**src/rtl/des_key_pkg.sv**
```systemverilog
// DES key-schedule shared definitions: PC-1/PC-2 index tables, rotation
// schedule, FSM state type and the helpers that turn a schedule position
// into a rotation amount.
package des_key_pkg;

  localparam int RK_W = 48;

  // C/D bit k (1-based) is key bit PC1[k-1]
  localparam int PC1 [56] = '{
    57, 49, 41, 33, 25, 17,  9,
     1, 58, 50, 42, 34, 26, 18,
    10,  2, 59, 51, 43, 35, 27,
    19, 11,  3, 60, 52, 44, 36,
    63, 55, 47, 39, 31, 23, 15,
     7, 62, 54, 46, 38, 30, 22,
    14,  6, 61, 53, 45, 37, 29,
    21, 13,  5, 28, 20, 12,  4
  };

  // round-key bit k (1-based) is C/D bit PC2[k-1]
  localparam int PC2 [48] = '{
    14, 17, 11, 24,  1,  5,
     3, 28, 15,  6, 21, 10,
    23, 19, 12,  4, 26,  8,
    16,  7, 27, 20, 13,  2,
    41, 52, 31, 37, 47, 55,
    30, 40, 51, 45, 33, 48,
    44, 49, 39, 56, 34, 53,
    46, 42, 50, 36, 29, 32
  };

  localparam int SHIFT [1:16] = '{1, 1, 2, 2, 2, 2, 2, 2, 1, 2, 2, 2, 2, 2, 2, 1};

  typedef enum logic {
    IDLE = 1'b0,
    RUN  = 1'b1
  } state_t;

  // total rotation over rounds first..last (inclusive); loop bounds are
  // fixed so the function stays synthesizable with run-time arguments
  function automatic int shift_sum(input int first, input int last);
    int s;
    s = 0;
    for (int i = 1; i <= 16; i++) begin
      if (i >= first && i <= last) s += SHIFT[i];
    end
    return s;
  endfunction

  // rotation applied before emitting schedule position pos (1..16).
  // Decrypt starts from C0/D0, which already equals C16/D16, so the first
  // position needs no rotation and later ones undo the encrypt shifts.
  function automatic logic [1:0] lane_shift(input int pos, input logic dec);
    logic [1:0] a;
    if (!dec)          a = 2'(shift_sum(pos, pos));
    else if (pos == 1) a = 2'd0;
    else               a = 2'(shift_sum(18 - pos, 18 - pos));
    return a;
  endfunction

endpackage

```
**src/rtl/des_key_sched_if.sv**
```systemverilog
// Key-load and round-key stream bundle for des_key_sched.
// Bit n of key_in is DES key bit n (bit 1 = leftmost); lane l of rk_data
// occupies [48*l+48:48*l+1] with the same per-lane numbering.
interface des_key_sched_if
  import des_key_pkg::*;
#(
  parameter int LANES = 1
) ();

  logic [64:1]         key_in;
  logic                key_decrypt;
  logic                key_valid;
  logic                key_ready;
  logic                key_abort;
  logic [RK_W*LANES:1] rk_data;
  logic [3:0]          rk_idx;
  logic                rk_valid;
  logic                rk_last;
  logic                rk_ready;
  logic                parity_err;

  modport master (
    output key_in, key_decrypt, key_valid, key_abort, rk_ready,
    input  key_ready, rk_data, rk_idx, rk_valid, rk_last, parity_err
  );

  modport slave (
    input  key_in, key_decrypt, key_valid, key_abort, rk_ready,
    output key_ready, rk_data, rk_idx, rk_valid, rk_last, parity_err
  );

endinterface

```
**src/rtl/des_key_round.sv**
```systemverilog
// One key-schedule step: rotate C and D by 0/1/2 positions (left for
// encrypt, right for decrypt) and form the 48-bit round key with PC-2.
// Purely combinational; chained LANES times in des_key_sched.
module des_key_round
  import des_key_pkg::*;
(
  input  logic [28:1]   i_c,
  input  logic [28:1]   i_d,
  input  logic          i_dir_right,
  input  logic [1:0]    i_amt,
  output logic [28:1]   o_c,
  output logic [28:1]   o_d,
  output logic [RK_W:1] o_rk
);

  // bit 1 is the DES-leftmost bit, so a DES left rotate moves bits
  // toward lower indices
  function automatic logic [28:1] rot28(input logic [28:1] v, input logic right,
                                        input logic [1:0] amt);
    logic [28:1] r;
    r = v;
    if (right) begin
      if (amt == 2'd1)      r = {v[27:1], v[28]};
      else if (amt == 2'd2) r = {v[26:1], v[28:27]};
    end else begin
      if (amt == 2'd1)      r = {v[1], v[28:2]};
      else if (amt == 2'd2) r = {v[2:1], v[28:3]};
    end
    return r;
  endfunction

  logic [56:1] w_cd;

  assign o_c  = rot28(i_c, i_dir_right, i_amt);
  assign o_d  = rot28(i_d, i_dir_right, i_amt);
  assign w_cd = {o_d, o_c};

  // PC-2 selection from the rotated halves
  always_comb begin
    o_rk = '0;
    for (int k = 1; k <= RK_W; k++) o_rk[k] = w_cd[PC2[k-1]];
  end

endmodule

```
**src/rtl/des_key_sched.sv**
```systemverilog
// Sequential DES key-schedule engine: accepts a 64-bit key, applies PC-1,
// then streams the 16 round keys LANES per beat, K1..K16 or K16..K1.
// Optional build macro: DES_KEY_PARITY_CHK_EN (odd-parity check per key
// byte; a failing key is consumed, parity_err pulses, nothing is emitted).
//
// state | meaning
// ------+--------------------------------------------------------------
// IDLE  | key_ready=1, waiting for a key
// RUN   | rk_valid=1, streaming beats; C/D advance on each handshake
module des_key_sched
  import des_key_pkg::*;
#(
  parameter int LANES = 1
) (
  input logic            clk,
  input logic            rst_n,
  des_key_sched_if.slave bus
);

  if (!(LANES == 1 || LANES == 2 || LANES == 4)) begin : g_bad_lanes
    $error("des_key_sched: LANES must be 1, 2 or 4");
  end

  state_t r_state;
  state_t w_state_nxt;
  logic   w_key_ready;
  logic   w_rk_valid;

  logic [28:1] r_c;
  logic [28:1] r_d;
  logic        r_dec;
  logic [3:0]  r_pos;

  logic [56:1]         w_pc1;
  logic [28:1]         w_c [0:LANES];
  logic [28:1]         w_d [0:LANES];
  logic [RK_W*LANES:1] w_rk;
  logic                w_last;
  logic                w_accept;
  logic                w_fire;
  logic                w_par_ok;

  // PC-1 of the offered key; C0 = bits 1..28, D0 = bits 29..56
  always_comb begin
    w_pc1 = '0;
    for (int k = 1; k <= 56; k++) w_pc1[k] = bus.key_in[PC1[k-1]];
  end

`ifdef DES_KEY_PARITY_CHK_EN
  logic r_parity_err;

  // every key byte must carry odd parity
  always_comb begin
    w_par_ok = 1'b1;
    for (int b = 0; b < 8; b++) begin
      if (!(^bus.key_in[8*b+1 +: 8])) w_par_ok = 1'b0;
    end
  end

  // one-cycle error pulse after a rejected key is consumed
  always_ff @(posedge clk or negedge rst_n) begin
    if (!rst_n) r_parity_err <= 1'b0;
    else        r_parity_err <= w_accept && !w_par_ok;
  end

  assign bus.parity_err = r_parity_err;
`else
  logic w_unused_parity;

  assign w_par_ok        = 1'b1;
  assign w_unused_parity = ^{bus.key_in[64], bus.key_in[56], bus.key_in[48], bus.key_in[40],
                             bus.key_in[32], bus.key_in[24], bus.key_in[16], bus.key_in[8]};
  assign bus.parity_err  = 1'b0;
`endif

  assign w_accept = (r_state == IDLE) && bus.key_valid && !bus.key_abort;
  assign w_fire   = (r_state == RUN) && bus.rk_ready && !bus.key_abort;
  assign w_last   = (r_pos == 4'(16 - LANES));

  // rotation chain: lane l emits schedule position r_pos+l+1
  assign w_c[0] = r_c;
  assign w_d[0] = r_d;

  for (genvar l = 0; l < LANES; l++) begin : g_lane
    logic [1:0] w_amt;

    assign w_amt = lane_shift(int'(r_pos) + l + 1, r_dec);

    des_key_round u_round (
      .i_c         (w_c[l]),
      .i_d         (w_d[l]),
      .i_dir_right (r_dec),
      .i_amt       (w_amt),
      .o_c         (w_c[l+1]),
      .o_d         (w_d[l+1]),
      .o_rk        (w_rk[RK_W*l+1 +: RK_W])
    );
  end

  // state register
  always_ff @(posedge clk or negedge rst_n) begin
    if (!rst_n) r_state <= IDLE;
    else        r_state <= w_state_nxt;
  end

  // next state and handshake outputs; abort wins over a beat handshake
  always_comb begin
    w_state_nxt = r_state;
    w_key_ready = 1'b0;
    w_rk_valid  = 1'b0;
    unique case (r_state)
      IDLE: begin
        w_key_ready = 1'b1;
        if (w_accept && w_par_ok) w_state_nxt = RUN;
      end
      RUN: begin
        w_rk_valid = 1'b1;
        if (bus.key_abort)                w_state_nxt = IDLE;
        else if (bus.rk_ready && w_last)  w_state_nxt = IDLE;
      end
    endcase
  end

  // C/D, mode and position: load on accept, advance only on a handshake
  always_ff @(posedge clk or negedge rst_n) begin
    if (!rst_n) begin
      r_c   <= '0;
      r_d   <= '0;
      r_dec <= 1'b0;
      r_pos <= '0;
    end else if (w_accept && w_par_ok) begin
      r_c   <= w_pc1[28:1];
      r_d   <= w_pc1[56:29];
      r_dec <= bus.key_decrypt;
      r_pos <= '0;
    end else if (w_fire) begin
      r_c   <= w_c[LANES];
      r_d   <= w_d[LANES];
      r_pos <= r_pos + 4'(LANES);
    end
  end

  assign bus.key_ready = w_key_ready;
  assign bus.rk_valid  = w_rk_valid;
  assign bus.rk_last   = w_rk_valid && w_last;
  assign bus.rk_idx    = w_rk_valid ? (r_dec ? (4'd15 - r_pos) : r_pos) : 4'd0;
  assign bus.rk_data   = w_rk_valid ? w_rk : '0;

endmodule

```
**src/flat_wrapper.sv**
```systemverilog
// flat-port wrapper written by rule: the top's interface ports become plain ports
module des_key_sched_flat import des_key_pkg::*;
#(
  parameter int LANES = 1
)
  (clk, rst_n, bus_key_in, bus_key_decrypt, bus_key_valid, bus_key_abort, bus_rk_ready, bus_key_ready, bus_rk_data, bus_rk_idx, bus_rk_valid, bus_rk_last, bus_parity_err);
  des_key_sched_if #(.LANES(LANES)) bus_i ();
  input logic clk;
  input logic rst_n;
  input wire logic [$bits(bus_i.key_in)-1:0] bus_key_in;
  input wire logic [$bits(bus_i.key_decrypt)-1:0] bus_key_decrypt;
  input wire logic [$bits(bus_i.key_valid)-1:0] bus_key_valid;
  input wire logic [$bits(bus_i.key_abort)-1:0] bus_key_abort;
  input wire logic [$bits(bus_i.rk_ready)-1:0] bus_rk_ready;
  output wire logic [$bits(bus_i.key_ready)-1:0] bus_key_ready;
  output wire logic [$bits(bus_i.rk_data)-1:0] bus_rk_data;
  output wire logic [$bits(bus_i.rk_idx)-1:0] bus_rk_idx;
  output wire logic [$bits(bus_i.rk_valid)-1:0] bus_rk_valid;
  output wire logic [$bits(bus_i.rk_last)-1:0] bus_rk_last;
  output wire logic [$bits(bus_i.parity_err)-1:0] bus_parity_err;
  assign bus_i.key_in = bus_key_in;
  assign bus_i.key_decrypt = bus_key_decrypt;
  assign bus_i.key_valid = bus_key_valid;
  assign bus_i.key_abort = bus_key_abort;
  assign bus_i.rk_ready = bus_rk_ready;
  assign bus_key_ready = bus_i.key_ready;
  assign bus_rk_data = bus_i.rk_data;
  assign bus_rk_idx = bus_i.rk_idx;
  assign bus_rk_valid = bus_i.rk_valid;
  assign bus_rk_last = bus_i.rk_last;
  assign bus_parity_err = bus_i.parity_err;
  des_key_sched #(.LANES(LANES)) u_core (.clk(clk), .rst_n(rst_n), .bus(bus_i));
endmodule
```
**config.mk**
```make
export PLATFORM = sky130hd
export DESIGN_NAME = des_key_sched_flat
export DESIGN_NICKNAME = d
export VERILOG_FILES = /design/src/rtl/des_key_pkg.sv /design/src/rtl/des_key_sched_if.sv /design/src/rtl/des_key_round.sv /design/src/rtl/des_key_sched.sv /design/src/flat_wrapper.sv
export SDC_FILE = /design/constraint.sdc
export NUM_CORES = 1
export LEC_CHECK = 0
export ABC_AREA = 0
export CAP_MARGIN = 20
export CORE_UTILIZATION = 45
export DETAILED_ROUTE_END_ITERATION = 16
export GPL_TIMING_DRIVEN = 1
export PLACE_DENSITY = 0.74
export SLEW_MARGIN = 25
export SYNTH_ARGS = -nofsm -noshare
export SYNTH_HDL_FRONTEND = slang
export SYNTH_SLANG_ARGS = --single-unit
export TNS_END_PERCENT = 10
```
**constraint.sdc**
```tcl
create_clock -name clk -period 11.75 [get_ports clk]
set_input_delay 1.175 -clock clk [delete_from_list [all_inputs] [get_ports clk]]
set_output_delay 1.175 -clock clk [all_outputs]
set_load 0.005 [all_outputs]
```
==> impl_metrics.env, run 1 <==
export IMPL_status="finished clean"
export IMPL_globalplace_congestion=0.845
export IMPL_syn_nets=737
export IMPL_synth_warnings=0
export IMPL_grt_pass1_wl_um=26200
export IMPL_clock_latency_ns=0.33
export IMPL_cp_end_kind="output port"
export IMPL_overflow=0
export IMPL_setup_tns_ns=0
export IMPL_hold_buffers=0
export IMPL_syn_inst=655
export IMPL_p_per_area_nw_per_um2=234
export IMPL_htreeDepth=3
export IMPL_synth_largest_area_cell="dfrtp_1"
export IMPL_port_buffers=116
export IMPL_setup_violations=0
export IMPL_yosys_cell_types_count=53
export IMPL_synth_area_per_cell_um2=7.94
export IMPL_ys_seq_elements=62
export IMPL_diodes=0
export IMPL_io_pins=126
export IMPL_min_delay_start="u_core.r_d[15]"
export IMPL_die_width_um=110
export IMPL_layout_nets=796
export IMPL_synth_edff_count=0
export IMPL_relSlewSlack_pct=31.6
export IMPL_clk_pin_slew_ns=0.06
export IMPL_grt_pass1_vias=5209
export IMPL_cts_tree="built"
export IMPL_grtUsageTotal_pct=27.8
export IMPL_cts_root_buf="clkbuf_16"
export IMPL_ctsResizeCount=0
export IMPL_yosysTopAreaCellShare_pct=29.8
export IMPL_row_count=38
export IMPL_drtAntennaViolNets=0
export IMPL_cts_buffer_depth=2
export IMPL_synth_seq_area_share_pct=29.8
export IMPL_tightest_slew_ns=1.03
export IMPL_cap_violations=0
export IMPL_hold_viol=0
export IMPL_drt_vias_per_instance=6.58
export IMPL_synth_common_cells="108 x a21oi_1, 104 x a22oi_1, 66 x clkbuf_1, 63 x nor2_1, 62 x dfrtp_1"
export IMPL_slew_violations=0
export IMPL_ir_drop_v=0.000137
export IMPL_core_area_um2=11000
export IMPL_cts_buffers=9
export IMPL_syn2layout_area_growth_pct=29.5
export IMPL_cp_max_fo=112
export IMPL_min_path_type="reg2reg"
export IMPL_final_setup_skew_ns=0.00535
export IMPL_final_area_um2=6740
export IMPL_drive_above_1_share_pct=6.27
export IMPL_synth_area_leaders="dfrtp_1 30%, a22oi_1 15%, a21oi_1 10%"
export IMPL_static_leakage_power_nw=2.44
export IMPL_required_ns=10.58
export IMPL_r2r_slack_ns=5.07
export IMPL_start_util_pct=47.2
export IMPL_syn_area_um2=5200
export IMPL_dpl_cell_area_um2=6360
export IMPL_critPathKind="reg2out"
export IMPL_post_cts_setup_buffer_count=0
export IMPL_route_detailed_drc=0
export IMPL_period_share_pct=71.6
export IMPL_drt_iter0_markers=430
export IMPL_timing_rr_start="u_core.r_pos[0]"
export IMPL_antenna_found_initial=0
export IMPL_first_pass_iters=6
export IMPL_hpwlAfterDp_um=10700
export IMPL_synth_most_common_cell="a21oi_1"
export IMPL_vias=5643
export IMPL_cp_startpoint="u_core.r_pos[0]"
export IMPL_dpl_worst_slack_ns=3.56
export IMPL_dominantRegCellSynth="dfrtp_1"
export IMPL_arrival_ns=7.24
export IMPL_wire_per_inst_um=19.1
export IMPL_fin_crit_ns=8.41
export IMPL_postSynth_asyncResetShare_pct=100
export IMPL_grt_max_degree=123
export IMPL_grt_setup_unrepaired="false"
export IMPL_die_area_um2=12000
export IMPL_fin_ws_ns=3.34
export IMPL_cts_sink_count=62
export IMPL_crit_path_start_kind="register"
export IMPL_fmax_ghz=0.119
export IMPL_wirelength_um=16400
export IMPL_die_h_um=110
## stage by stage
step	power, W	utilization, %	hold WS [ns]	instances
after floorplan	0.000953	-	0.544	655
after global placement	0.00121	57.0	0.587	838
after detailed placement	0.00125	57.7	0.595	841
after CTS	0.00155	60.6	0.611	856
after global routing	0.00169	61.1	0.636	858
final	0.00158	61.1	0.615	858
## per-layer routing
layer	share of wire, %	global-route usage (%)
met5	0	0
met1	41	34.7
met2	52	48.7
met3	5.9	4.03
met4	1.9	9.81
## kinds of logic after synthesis
| logic type | after synthesis | synth area share (%) |
|---|---|---|
| and+or+nand+nor | 115 | 10.7 |
| AOI/OAI and AO/OA | 359 | 46.3 |
| buffers and inverters | 86 | 6.73 |
| muxes | 6 | 1.20 |
| xor gates and xnor gates | 14 | 2.36 |
| DFF | 62 | 29.8 |
| other | 1 | 0.0721 |
| adders and majority gates | 12 | 2.89 |
## cell usage in the layout, fill, tap and decap left out, drive strengths merged, types with 11 or more instances in the layout
cell type,n
a22oi,104
nand2,17
clkbuf,11
clkdlybuf4s50,115
nor2,63
ha,12
o21ai,56
a221oi,57
dfrtp,62
a21oi,108
xnor2,12
## where the power goes
| part | internal, W | switching [W] |
|---|---|---|
| sequential | 0.000279 | 0.000127 |
| combinational | 0.000394 | 0.000485 |
| clock | 0.000195 | 0.0000968 |
## layout make-up
class | count | area, µm²
Timing Repair Buffer | 125 | 1310
Sequential cell | 62 | 1560
Clock inverter | 4 | 70.1
Fill cell | 1026 | 4290
Clock buffer | 11 | 253
Multi-Input combinational cell | 507 | 3340
Inverter | 9 | 33.8
Tap cell | 140 | 175
## registers in the layout (all words and copies together), names as in the netlist
signal	cells
u_core.r_c	28
u_core.r_d	28
u_core.r_dec	1
u_core.r_pos	4
u_core.r_state	1
## path summary, 6_finish.rpt
| path | endpoint | depth (start not counted) |
|---|---|---|
| setup / recovery | bus_rk_data[13] | 23 |
| hold / removal | u_core.r_d[15] | 1 |
| setup reg to reg | u_core.r_c[4] | 24 |
| hold reg to reg | u_core.r_d[15] | 1 |
| max in group asynchronous | u_core.r_dec | 2 |
| min in group asynchronous | u_core.r_c[26] | 2 |
## worst max-delay path, stage by stage (launching register included)
cell and delay, ns:
dfrtp_1 0.70, ha_1 0.48, nand2b_4 0.23, nand2_1 0.17
or3_1 0.39, ha_1 0.33, nand2b_1 0.15, nor4_2 0.45
and3_2 0.27, ha_1 0.26, a21oi_1 0.16, nor4_1 0.08
a31oi_2 0.18, o21ai_1 0.11, nor2b_1 0.16, o221a_1 0.30
ha_4 0.30, nor2b_4 0.14, buf_4 0.78, a22oi_1 0.18
a21oi_1 0.22, a21oi_1 0.09, nor2_1 0.18, clkdlybuf4s50_1 0.54
(Power assumes the default switching activity.)
==> run 2, diff against run 1 <==
==> constraint.sdc (replaced) <==
create_clock -name clk -period 8.4 [get_ports clk]
set_input_delay 0.84 -clock clk [delete_from_list [all_inputs] [get_ports clk]]
set_output_delay 0.84 -clock clk [all_outputs]
set_load 0.005 [all_outputs]
==> impl_metrics.env, run 2 (synthesis gave the netlist of run 1 again) <==
export IMPL_grt_max_degree=122
export IMPL_clk_pin_slew_ns=0.06
export IMPL_final_common_cell="clkdlybuf4s50_1"
export IMPL_die_h_um=110
export IMPL_globalplace_congestion=0.840
export IMPL_layout_nets=797
export IMPL_hpwlAfterDp_um=10800
export IMPL_final_cell_mix="115 x clkdlybuf4s50_1, 108 x a21oi_1, 104 x a22oi_1"
export IMPL_p_per_area_nw_per_um2=318
export IMPL_final_area_um2=6650
export IMPL_dpl_cell_area_um2=6360
export IMPL_setup_tns_ns=0
export IMPL_route_detailed_drc=0
export IMPL_setup_violations=0
export IMPL_cts_root_buf="clkbuf_16"
export IMPL_relSlewSlack_pct=38.6
export IMPL_cp_max_fo=49
export IMPL_drtAntennaViolNets=0
export IMPL_start_util_pct=47.2
export IMPL_min_path_type="reg2reg"
export IMPL_largestRegisters="u_core.r_c (28), u_core.r_d (28), u_core.r_pos (4)"
export IMPL_multi_input_area_um2=3340
export IMPL_core_area_um2=11000
export IMPL_hold_buffers=0
export IMPL_critPathKind="reg2out"
export IMPL_status="finished clean"
export IMPL_required_ns=7.56
export IMPL_clock_latency_ns=0.33
export IMPL_ir_drop_v=0.000193
export IMPL_drt_vias_per_instance=6.69
export IMPL_area_sequential_um2=1560
export IMPL_vias=5748
export IMPL_final_util_pct=60.3
export IMPL_slew_violations=0
export IMPL_tightest_slew_ns=0.920
export IMPL_hold_viol=0
export IMPL_cts_buffer_depth=2
export IMPL_final_setup_skew_ns=0.00861
export IMPL_fin_crit_ns=7.76
export IMPL_die_width_um=110
export IMPL_overflow=0
export IMPL_n_fill_cell=991
export IMPL_fmax_ghz=0.129
export IMPL_first_pass_iters=5
export IMPL_static_leakage_power_nw=2.40
export IMPL_crit_path_start_kind="register"
export IMPL_grt_pass1_vias=5267
export IMPL_grt_pass1_wl_um=26200
export IMPL_cts_tree="built"
export IMPL_cap_violations=0
export IMPL_row_count=38
export IMPL_wirelength_um=16700
export IMPL_wire_per_inst_um=19.4
export IMPL_cts_sink_count=62
export IMPL_htreeDepth=3
export IMPL_antenna_found_initial=0
export IMPL_syn2layout_area_growth_pct=27.7
export IMPL_cp_end_kind="output port"
export IMPL_cts_buffers=9
export IMPL_diodes=0
export IMPL_drt_iter0_markers=489
export IMPL_arrival_ns=6.92
export IMPL_io_pins=126
export IMPL_port_buffers=116
export IMPL_period_share_pct=92.4
export IMPL_die_area_um2=12000
export IMPL_ctsResizeCount=0
export IMPL_grtUsageTotal_pct=28.1
export IMPL_drive_above_1_share_pct=5.98
export IMPL_grt_setup_unrepaired="false"
-- run 2: cell count changes in the layout (fill, tap and decap cells not counted), sizes merged --
cell,change
buf,+1
bufinv,-2
clkbuf,+2
-- run 2: worst paths after layout --
path / startpoint / slack (ns) / to / depth (start not counted)
max in group asynchronous: rst_n / 7.05 / u_core.r_dec / 2
min in group asynchronous: rst_n / 0.68 / u_core.r_c[13] / 2
min: u_core.r_d[15] / 0.62 / u_core.r_d[15] / 1
max reg2reg: u_core.r_pos[0] / 2.05 / u_core.r_c[4] / 24
max: u_core.r_pos[0] / 0.64 / bus_rk_data[18] / 22
min reg2reg: u_core.r_d[15] / 0.62 / u_core.r_d[15] / 1
-- run 2: per-stage QoR --
stage	instances	total power (W)	hold slack (ns)	setup slack, ns
global route	859	0.00227	0.656	0.142
CTS	858	0.00208	0.605	0.529
finish	859	0.00211	0.618	0.637
floorplan	655	0.00133	0.544	2.63
detailed placement	843	0.00174	0.590	0.893
global placement	842	0.00171	0.584	1.08
-- run 2: layout make-up --
| cell class | instances | share of cell area, % |
|---|---|---|
| Multi-Input combinational cell | 507 | 50.3 |
| Sequential cell | 62 | 23.4 |
| Timing Repair Buffer | 126 | 19.3 |
| Clock buffer | 13 | 3.77 |
| Tap cell | 140 | 2.64 |
| Inverter | 9 | 0.508 |
| Clock inverter | 2 | 0.151 |
-- run 2: power by group --
part           switching [W]  leakage, nW  internal (W)
sequential          0.000170        0.770      0.000390
combinational       0.000687         1.50      0.000527
clock               0.000133        0.129      0.000205
total               0.000990         2.40       0.00112
-- run 2: critical path: stages (launching register included) --
cell and delay, ns:
dfrtp_1 0.71, ha_1 0.51, nand2b_4 0.24, nand2_1 0.18
or3_1 0.40, ha_1 0.32, nand2b_1 0.13, nor4_2 0.45
and3_2 0.27, ha_1 0.20, a21oi_1 0.09, nor4_1 0.27
a31oi_2 0.08, nor3_1 0.19, nand3b_1 0.16, o221a_1 0.23
ha_4 0.44, buf_4 0.49, a22oi_1 0.17, a21oi_1 0.31
a21oi_1 0.09, nor2_1 0.10, clkdlybuf4s50_1 0.52
-- run 2: layer usage --
metal / routed length [µm] / global-route usage [%] / up-vias / share of wire [%]
met1: 6710 / 36.0 / 2770 / 40
li1: - / - / 2684 / -
met3: 1040 / 3.62 / 26 / 6.2
met2: 8510 / 47.7 / 268 / 51
met4: 399 / 11.4 / 0 / 2.4
met5: 0 / 0 / - / 0
-- run 2: timing repair --
item | CTS | global route
setup endpoints to repair | 0 | 4
setup buffers | 0 | 1
endpoints found under the hold margin | 0 | 0
